===== src/rtl/column_fetch.sv =====
// Column fetcher: on each theta strobe, reads one 2x NUM_ROWS-pixel column from the frame BRAM and offers it downstream.
// Latency: a strobe in IDLE at cycle 0 raises tvalid at cycle 2*NUM_ROWS+BRAM_LATENCY+1; the first read issues at cycle 1.
// Backpressure: the column is held until tvalid&&tready. One pending strobe is buffered; overwriting it sets sticky overrun.
// Build option: define TEST_PATTERN_EN to capture (theta+k) instead of BRAM data; the BRAM is then never read.
module column_fetch #(
    parameter int ROTATIONAL_RES = 1024,
    parameter int NUM_ROWS       = 64,
    parameter int SCAN_RATE      = 32,
    parameter int RGB_RES        = 9,
    parameter int BRAM_LATENCY   = 2
) (
    input  logic                                              clk_in,
    input  logic                                              rst_n_in,
    input  logic [$clog2(ROTATIONAL_RES)-1:0]                 theta_in,
    input  logic                                              theta_valid,
    output logic [$clog2(ROTATIONAL_RES*2*NUM_ROWS)-1:0]      mem_addr,
    output logic                                              mem_rd_en,
    input  logic [RGB_RES-1:0]                                mem_rdata,
    output logic [1:0][NUM_ROWS-1:0][RGB_RES-1:0]             column_data,
    output logic [$clog2(SCAN_RATE)-1:0]                      col_index,
    output logic                                              tvalid,
    input  logic                                              tready,
    output logic                                              overrun
);
    localparam int TW  = $clog2(ROTATIONAL_RES);
    localparam int AW  = $clog2(ROTATIONAL_RES*2*NUM_ROWS);
    localparam int CW  = $clog2(SCAN_RATE);
    localparam int KW  = $clog2(2*NUM_ROWS);
    localparam int PW  = $clog2(NUM_ROWS);
    localparam int LAT = BRAM_LATENCY;
    localparam int DW  = $clog2(LAT+1);

    localparam logic [KW-1:0] K_LAST     = KW'(2*NUM_ROWS-1);
    localparam logic [DW-1:0] DRAIN_LAST = DW'(LAT-1);
    localparam logic [CW-1:0] IDX_LAST   = CW'(SCAN_RATE-1);

    typedef enum logic [1:0] {IDLE, FETCH, DRAIN, VALID} state_t;

    state_t          state;
    logic [KW-1:0]   k_q;          // word index of the read currently on mem_addr
    logic            rd_issue;     // a read is issued this cycle (internal even in pattern mode)
    logic [DW-1:0]   drain_cnt;
    logic            pend_vld;
    logic [TW-1:0]   pend_theta;
    logic [TW-1:0]   start_theta;
    logic            xfer;

    // Read pipe mirroring the BRAM latency, tagging each returning word with its index
    logic            pipe_vld [LAT];
    logic [KW-1:0]   pipe_k   [LAT];
    logic            cap_h;
    logic [PW-1:0]   cap_p;
    logic [RGB_RES-1:0] cap_word;

`ifdef TEST_PATTERN_EN
    logic [TW-1:0]   theta_q;      // theta of the column being assembled, source of the pattern
`endif

    // A fresh strobe takes priority over the buffered one when a new fetch starts
    always_comb begin
        start_theta = theta_valid ? theta_in : pend_theta;
        xfer        = (state == VALID) && tready;
    end

    // Main sequencer: fetch, drain, offer; also owns the pending slot and overrun flag
    always_ff @(posedge clk_in or negedge rst_n_in) begin
        if (!rst_n_in) begin
            state      <= IDLE;
            k_q        <= '0;
            rd_issue   <= 1'b0;
            mem_addr   <= '0;
            drain_cnt  <= '0;
            tvalid     <= 1'b0;
            col_index  <= '0;
            pend_vld   <= 1'b0;
            pend_theta <= '0;
            overrun    <= 1'b0;
`ifdef TEST_PATTERN_EN
            theta_q    <= '0;
`endif
        end else begin
            case (state)
                IDLE: begin
                    if (theta_valid) begin
                        state    <= FETCH;
                        rd_issue <= 1'b1;
                        k_q      <= '0;
                        mem_addr <= AW'(start_theta) * AW'(2*NUM_ROWS);
`ifdef TEST_PATTERN_EN
                        theta_q  <= start_theta;
`endif
                    end
                end
                FETCH: begin
                    if (k_q == K_LAST) begin
                        rd_issue  <= 1'b0;
                        drain_cnt <= '0;
                        state     <= DRAIN;
                    end else begin
                        k_q      <= k_q + KW'(1);
                        mem_addr <= mem_addr + AW'(1);
                    end
                end
                DRAIN: begin
                    if (drain_cnt == DRAIN_LAST) begin
                        state  <= VALID;
                        tvalid <= 1'b1;
                    end else begin
                        drain_cnt <= drain_cnt + DW'(1);
                    end
                end
                VALID: begin
                    if (tready) begin
                        tvalid    <= 1'b0;
                        col_index <= (col_index == IDX_LAST) ? '0 : col_index + CW'(1);
                        if (theta_valid || pend_vld) begin
                            state    <= FETCH;
                            rd_issue <= 1'b1;
                            k_q      <= '0;
                            mem_addr <= AW'(start_theta) * AW'(2*NUM_ROWS);
`ifdef TEST_PATTERN_EN
                            theta_q  <= start_theta;
`endif
                        end else begin
                            state <= IDLE;
                        end
                    end
                end
                default: state <= IDLE;
            endcase

            // Strobes that cannot start a fetch right now go to the one-deep slot
            if (theta_valid && (state != IDLE) && !xfer) begin
                if (pend_vld) overrun <= 1'b1;
                pend_theta <= theta_in;
                pend_vld   <= 1'b1;
            end else if (xfer) begin
                pend_vld <= 1'b0;
            end
        end
    end

`ifdef TEST_PATTERN_EN
    assign mem_rd_en = 1'b0;
    assign cap_word  = RGB_RES'(theta_q + TW'(pipe_k[LAT-1]));
`else
    assign mem_rd_en = rd_issue;
    assign cap_word  = mem_rdata;
`endif

    // 2*NUM_ROWS is a power of two, so the index MSB selects the half
    assign cap_h = pipe_k[LAT-1][KW-1];
    assign cap_p = pipe_k[LAT-1][PW-1:0];

    // Delay the read tags by the BRAM latency and write each returning word into place
    always_ff @(posedge clk_in or negedge rst_n_in) begin
        if (!rst_n_in) begin
            for (int i = 0; i < LAT; i++) begin
                pipe_vld[i] <= 1'b0;
                pipe_k[i]   <= '0;
            end
            column_data <= '0;
        end else begin
            pipe_vld[0] <= rd_issue;
            pipe_k[0]   <= k_q;
            for (int i = 1; i < LAT; i++) begin
                pipe_vld[i] <= pipe_vld[i-1];
                pipe_k[i]   <= pipe_k[i-1];
            end
            if (pipe_vld[LAT-1]) begin
                column_data[cap_h][cap_p] <= cap_word;
            end
        end
    end
endmodule


===== config.mk =====
export PLATFORM = sky130hd
export DESIGN_NAME = column_fetch
export DESIGN_NICKNAME = d
export VERILOG_FILES = /design/src/rtl/column_fetch.sv
export SDC_FILE = /design/constraint.sdc
export NUM_CORES = 1
export LEC_CHECK = 0
export CAP_MARGIN = 20
export CORE_AREA = 2 2 463 465
export CTS_CLUSTER_DIAMETER = 80
export DETAILED_ROUTE_END_ITERATION = 8
export DIE_AREA = 0 0 465 467
export HOLD_SLACK_MARGIN = 0.02
export PLACE_DENSITY = 0.43
export SYNTH_ARGS = -nofsm -noshare
export SYNTH_HDL_FRONTEND = slang
export SYNTH_SLANG_ARGS = --single-unit

===== constraint.sdc =====
create_clock -name clk_in -period 5.4 [get_ports clk_in]
set_clock_uncertainty 0.05 [all_clocks]
set_input_delay 1.35 -clock clk_in [delete_from_list [all_inputs] [get_ports clk_in]]
set_output_delay 1.35 -clock clk_in [all_outputs]
set_load 0.02 [all_outputs]

Word level (Yosys, flattened, before mapping)
Index checks and enable logic that the tools add are counted.

storage, ports and cells
  logic and storage cells = 219
  flip-flop bits (word level) = 1,215
  input bits = 23
  output and inout bits = 1,177

operators by class
  reductions and logical operators = 20
  magnitude comparators = 4
  muxes and demuxes = 36
  equal/unequal tests = 13
  add/sub/neg operators = 4

operator list
  operator                                                     count
  bitwise mux 1152 bit                                         1
  demux 576 bit (select 1 bit)                                 1
  2-to-1 mux 576 bit                                           1
  2-to-1 mux 17 bit                                            4
  demux 9 bit (select 6 bit)                                   1
  one-hot mux 17 bit (3 select lines)                          1
  2-to-1 mux 7 bit                                             4
  one-hot mux 7 bit (3 select lines)                           1
  adder 17 x 1 -> 17 bit (second input constant)               1
  2-to-1 mux 2 bit                                             6
  != test 2 bit (second input constant)                        6
  2-to-1 mux 10 bit                                            1
  AND reduction 5 bit                                          2
  2-to-1 mux 1 bit                                             9
  2-to-1 mux 9 bit                                             1
  one-hot mux 2 bit (4 select lines)                           1
  nonzero test 2 bit                                           4
  adder 7 x 1 -> 7 bit (second input constant)                 1
  == test 7 bit (second input constant)                        1
  less-than comparator 6 x 7 -> 1 bit (second input constant)  1
  >= comparator 6 x 1 -> 1 bit (second input constant)         1
  AND reduction 3 bit                                          2
  adder 5 x 1 -> 5 bit (second input constant)                 1
  == test 5 bit (second input constant)                        1
  other kinds (17)                                             24

Depth between registers and ports, before layout
Gate-level depths: netlist of run 1.

  depth in word-level cells = 7
  mapped depth = 8
  gate-level depth less buffers = 6

Worst setup path after synthesis of run 1
No wires, ideal clock.

  path kind = input-to-reg
  from = in tready
  to = reg mem_addr[14]
  arrival time = 2,676 ps
  required time = 5,256 ps
  library setup time = 94 ps
  buffers on the path = 1
  stages on the path = 5
  slack = 2,580 ps
  cells stage by stage = o21ai_0 a211o_1 clkbuf_1 or4_1 a211oi_1

between the ends
  longest elaborated chain between the ends = 2

ends and longest elaborated chain
  item                                  RTL line  source
  start, declared                       22        input logic tready,
  != test 2 bit (no source line)        --
  AND reduction 5 bit (no source line)  --
  end signal, assigned                  88        mem_addr <= AW'(start_theta) * AW'(2*NUM_ROWS);
  end signal, assigned                  101       mem_addr <= mem_addr + AW'(1);
  end signal, assigned                  120       mem_addr <= AW'(start_theta) * AW'(2*NUM_ROWS);
  end, declared                         16        output logic [$clog2(ROTATIONAL_RES*2*NUM_ROWS)-1:0] mem_addr,

Every way passes these cells.
A chain may end at the register's enable or synchronous reset.

Worst setup path after layout of run 1
  from = reg column_data[899] (netlist bit)
  to = out column_data[899] (netlist bit)

RTL lines
  item                             RTL line  source
  start, declared                  19        output logic [1:0][NUM_ROWS-1:0][RGB_RES-1:0] column_data,
  start signal, assigned by index  171       column_data[cap_h][cap_p] <= cap_word;

No word-level cell between the ends.

==> flow_metrics.env, run 1 <==
export IMPL_hold_class="reg2reg"
export IMPL_rows=169
export IMPL_setup_viol=0
export IMPL_cts_resized=0
export IMPL_ys_types=62
export IMPL_startpoint_type="flip-flop"
export IMPL_vias=30200
export IMPL_drc=0
export IMPL_syn_nets=2985
export IMPL_synth_edf_count=0
export IMPL_tightest_slew_ps=1110
export IMPL_combPwrFrac=0.160
export IMPL_area_growth_pct=43.9
export IMPL_clock_sinks=1215
export IMPL_dpl_instance_area_mm2=0.0624
export IMPL_ctsHtreeMaxLevel=4
export IMPL_p_switching_mw=6.87
export IMPL_drtIter0Drc=1268
export IMPL_numCtsBuffers=150
export IMPL_synth_seq_area_share=0.650
export IMPL_cts_max_path_buffers=3
export IMPL_port_buffers=1199
export IMPL_cp_slowest_stage_delay_ps=850
export IMPL_placed_cells=6861
export IMPL_finalCriticalPeriod_ps=3520
export IMPL_async_reset_ff_frac=1.00
export IMPL_cts_setup_buffers=0
export IMPL_start_util=0.221
export IMPL_cp_cell_sequence="clkdlybuf4s50_1"
export IMPL_drt_antenna_violating_nets=0
export IMPL_p_per_area_mw_per_mm2=356
export IMPL_fin_util=0.318
export IMPL_nNetsFinal=4227
export IMPL_post_route_period_util=0.653
export IMPL_maxCapViolCount=0
export IMPL_floorplan_io_pins=1200
export IMPL_cts_clk_slew_worst_paths_ps=60
export IMPL_path_max_fanout=3
export IMPL_p_seq_frac=0.418
export IMPL_first_global_vias=31600
export IMPL_die_area_mm2=0.217
export IMPL_critPathBufInv=1
export IMPL_crit_required_ps=4000
export IMPL_grt_setup_unrepaired="false"
export IMPL_syn_inst=2951
export IMPL_antenna_found_initial=10
export IMPL_syn_area_mm2=0.0468
export IMPL_final_max_slew_viol_count=0
export IMPL_core_area_mm2=0.212
export IMPL_clock_power_share=0.422
export IMPL_endpoint_kind="primary output"
export IMPL_vias_per_cell=4.23
export IMPL_overflow=0
export IMPL_p_leak_nw=29.8
export IMPL_holdBufCountCts=0
export IMPL_dpl_hpwl_um=139000
export IMPL_path_delay_family="buffers and inverters"
export IMPL_slowest_stage="clkdlybuf4s50_1"
export IMPL_avgSynthCellArea_um2=15.9
export IMPL_fmax_mhz=284
export IMPL_wl_per_cell_um=27.7
export IMPL_synth_warnings=0
export IMPL_cp_arrival_ps=2120
export IMPL_swShare=0.286
export IMPL_drt_pass1_iterations=5
export IMPL_worst_skew_pair_late_latency_ps=790
export IMPL_worstSetupPathType="reg2out"
export IMPL_synth_flop_cell="dfrtp_1"
export IMPL_place_congestion=0.767
export IMPL_tns_ps=0
export IMPL_final_cell_mix="dfrtp_1, clkdlybuf4s50_1, mux2_2"
export IMPL_drive_above_1_share=0.369
export IMPL_grt_max_degree=124
export IMPL_max_vdd_ir_drop_mv=0.316
export IMPL_cell_internal_pwr_mw=17.1
export IMPL_die_w_um=465
export IMPL_grt_pass1_wl_um=272000
export IMPL_maxSlewHeadroom=0.258
export IMPL_dieHeight_um=467
export IMPL_clock_root_buffer="clkbuf_16"
export IMPL_routed_wirelength_um=198000
export IMPL_fin_area_mm2=0.0674
export IMPL_outcome="finished clean"
export IMPL_grt_use_total=0.178
export IMPL_stdcell_count=7136
export IMPL_hold_violations=0
export IMPL_layout_commonest_cell="dfrtp_1"
export IMPL_cts_tree="done"
export IMPL_ys_ff_latch=1215
## flip-flops by register name, summed over array words and instances (netlist names), 2 cells and up
signal	flops
state	2
col_index	5
column_data	1152
k_q	7
pipe_k	7
mem_addr	17
cap_p	6
pend_theta	10
drain_cnt	2
pipe_vld	2
## layout make-up
cell class | count | area [µm²]
Timing Repair Buffer | 1261 | 12700
Fill cell | 21100 | 144000
Clock inverter | 49 | 573
Inverter | 12 | 45.0
Clock buffer | 214 | 4370
Antenna cell | 11 | 27.5
Tap cell | 2821 | 3530
Multi-Input combinational cell | 1553 | 15700
Sequential cell | 1215 | 30400
## routing by layer
metal,routed length (µm),track usage,share of wire
met5,27,0,0.00014
met3,16000,0.0649,0.081
met4,8020,0.0685,0.041
met1,80800,0.214,0.41
met2,93100,0.289,0.47
## power groups by stage
stage               clock network (mW)  logic [mW]  registers [mW]
global placement                     0        3.91            10.2
floorplan                            0        1.18            10.7
global route                      10.9        4.06            10.1
CTS                               10.5        3.93            10.0
finish                            10.1        3.84            10.0
detailed placement                   0        3.92            10.2
## final timing paths
kind	start	to	slack (ps)	cells after the start
max in group asynchronous	rst_n_in	column_data[923]	3420	2
min in group asynchronous	rst_n_in	column_data[633]	510	1
hold / removal	pipe_k[7]	cap_p[0]	300	0
setup / recovery	column_data[899]	column_data[899]	1880	1
hold reg to reg	pipe_k[7]	cap_p[0]	300	0
setup reg to reg	cap_h	column_data[720]	2240	5
## cells by family after synthesis
group	Yosys count	share of synthesized area
DFF	1215	0.650
and+or+nand+nor	287	0.0374
AOI/OAI and AO/OA	77	0.0115
buffers and inverters	183	0.0151
adders and majority gates	11	0.00294
muxes	1178	0.283
## through the flow
stage | power [mW] | setup WS (ps) | hold WS, ps
floorplan | 11.9 | 2580 | 281
global placement | 14.1 | 1230 | 292
detailed placement | 14.1 | 1310 | 287
CTS | 24.4 | 1790 | 300
global route | 25.0 | 1770 | 311
finish | 24.0 | 1880 | 300
## cell usage after synthesis (7+ instances only)
cell type     n  share of area
clkbuf_1    161          0.013
nand2_2      24         0.0032
ha_1         11         0.0029
a21oi_1       9        0.00096
and2_1        7        0.00094
nor3_1        8        0.00086
nand2_1      50         0.0040
nand4_1      10         0.0013
dfrtp_1    1215           0.65
nand3_1      18         0.0019
o22ai_1      11         0.0015
a211oi_1     10         0.0016
nand2b_1     13         0.0017
o21ai_0      15         0.0016
nor2_2       78          0.010
buf_2         9        0.00096
nor2_8        7         0.0030
mux2_1       12         0.0029
nor2b_1       8         0.0011
nor2_1       17         0.0014
inv_1        12        0.00096
mux2_2     1162           0.28
and3_1       12         0.0016
No activity file was read; power rests on OpenSTA's default activity.
==> run 2: changes to the inputs <==
Clock period 5.4 ns to 3.5 ns, I/O delays scaled along.
==> flow_metrics.env, run 2 (synthesized netlist as in run 1, its figures left out) <==
export IMPL_numCtsBuffers=154
export IMPL_max_vdd_ir_drop_mv=0.541
export IMPL_area_growth_pct=45.7
export IMPL_crit_cells=1
export IMPL_tightest_slew_ps=982
export IMPL_final_cell_mix="dfrtp_1, clkdlybuf4s50_1, mux2_2"
export IMPL_fin_util=0.322
export IMPL_nNetsFinal=4301
export IMPL_vias_per_cell=4.25
export IMPL_slowest_stage="clkdlybuf4s50_1"
export IMPL_cts_max_path_buffers=3
export IMPL_worst_skew_pair_late_latency_ps=820
export IMPL_port_buffers=1199
export IMPL_startpoint="mem_addr[3]"
export IMPL_maxSlewHeadroom=0.344
export IMPL_min_path_cells=0
export IMPL_vias=30600
export IMPL_power_mw=37.4
export IMPL_rows=169
export IMPL_hp_start="pipe_k[7]"
export IMPL_dieHeight_um=467
export IMPL_place_congestion=0.760
export IMPL_largest_reg_flops=1152
export IMPL_start_util=0.221
export IMPL_dpl_hpwl_um=145000
export IMPL_r2r_start="cap_p[0]"
export IMPL_endpoint_kind="primary output"
export IMPL_drc=0
export IMPL_crit_required_ps=2570
export IMPL_rrSetupSlack_ps=550
export IMPL_final_max_slew_viol_count=0
export IMPL_grt_pass1_wl_um=278000
export IMPL_layout_commonest_cell="dfrtp_1"
export IMPL_drive_above_1_share=0.377
export IMPL_outcome="finished clean"
export IMPL_setup_viol=0
export IMPL_largest_register="column_data"
export IMPL_reg2reg_depth=5
export IMPL_antenna_found_initial=20
export IMPL_p_per_area_mw_per_mm2=548
export IMPL_hold_violations=0
export IMPL_overflow=0
export IMPL_cp_slowest_stage_delay_ps=770
export IMPL_path_delay_family="buffers and inverters"
export IMPL_finalCriticalPeriod_ps=3000
export IMPL_grt_use_total=0.182
export IMPL_startpoint_type="flip-flop"
export IMPL_r2r_end="column_data[179]"
export IMPL_clock_root_buffer="clkbuf_16"
export IMPL_routed_wirelength_um=203000
export IMPL_critPathCapture="mem_addr[3]"
export IMPL_cts_tree="done"
export IMPL_cts_clk_slew_worst_paths_ps=60
export IMPL_grt_setup_unrepaired="false"
export IMPL_drtIter0Drc=1366
export IMPL_hold_class="reg2reg"
export IMPL_wl_per_cell_um=28.1
export IMPL_post_route_period_util=0.858
export IMPL_maxCapViolCount=0
export IMPL_ctsHtreeMaxLevel=4
export IMPL_tns_ps=0
export IMPL_cp_cell_sequence="clkdlybuf4s50_1"
export IMPL_die_area_mm2=0.217
export IMPL_grt_max_degree=95
export IMPL_p_leak_nw=30.2
export IMPL_first_global_vias=32100
export IMPL_cp_arrival_ps=2080
export IMPL_fmax_mhz=333
export IMPL_top_regs="column_data x1152, mem_addr x17, pend_theta x10"
export IMPL_drt_antenna_violating_nets=0
export IMPL_floorplan_io_pins=1200
export IMPL_core_area_mm2=0.212
export IMPL_drt_pass1_iterations=5
export IMPL_worstSetupPathType="reg2out"
export IMPL_path_max_fanout=8
export IMPL_die_w_um=465
export IMPL_clock_sinks=1215
export IMPL_critPathBufInv=1
run 2: cell count changes in the layout (fill, tap and decap cells not counted), sizes merged:
cell,delta
clkbuf,+10
clkinvlp,-1
buf,+69
inv,-6
dlygate4sd3,+1
run 2: metrics by stage:
stage / instance area, µm² / instances / hold WS (ps) / worst slack, ps
2_1_floorplan: 46800 / 2951 / 281 / 1150
4_1_cts: 68200 / 7197 / 306 / 348
3_5_place_dp: 63100 / 6930 / 294 / 328
5_1_grt: 68200 / 7199 / 315 / 354
3_3_place_gp: 63100 / 6930 / 292 / 438
6_report: 68200 / 7209 / 302 / 497
run 2: what timing repair did:
item	4_1_cts	5_1_grt
hold buffers	1	0
setup buffers	0	0
resized for setup	0	0
endpoints found under the hold margin	13	0
run 2: power by group:
group | internal (mW) | switching, mW
combinational | 2.44 | 3.54
sequential | 14.9 | 0.606
clock | 9.34 | 6.52
total | 26.7 | 10.7
run 2: worst min path at each step:
stage | to | slack, ps
2_1_floorplan | cap_h | 280
3_3_place_gp | cap_p[0] | 290
3_5_place_dp | cap_p[0] | 290
4_1_cts | cap_p[0] | 310
5_1_grt | cap_p[0] | 320
6_report | cap_p[0] | 300
run 2: cell type report:
class,count,area (µm²)
antenna,11,27.5
clock buffer,224,4470
fill,21000,143000
multi-input combinational,1553,15700
inverter,12,45.0
clock inverter,42,556
timing repair buffer,1331,13500
tap,2821,3530
sequential,1215,30400
run 2: routing by layer:
metal,GRT usage,part of all wire
met1,0.220,0.41
met2,0.299,0.48
met3,0.0661,0.082
met4,0.0640,0.036
met5,0,0.00023
==> run 3: changes to the inputs <==
Settings changed: GPL_ROUTABILITY_DRIVEN set to 0.
==> results of run 3 <==
No change in the layout: final DEF, timing and power equal those of run 2.
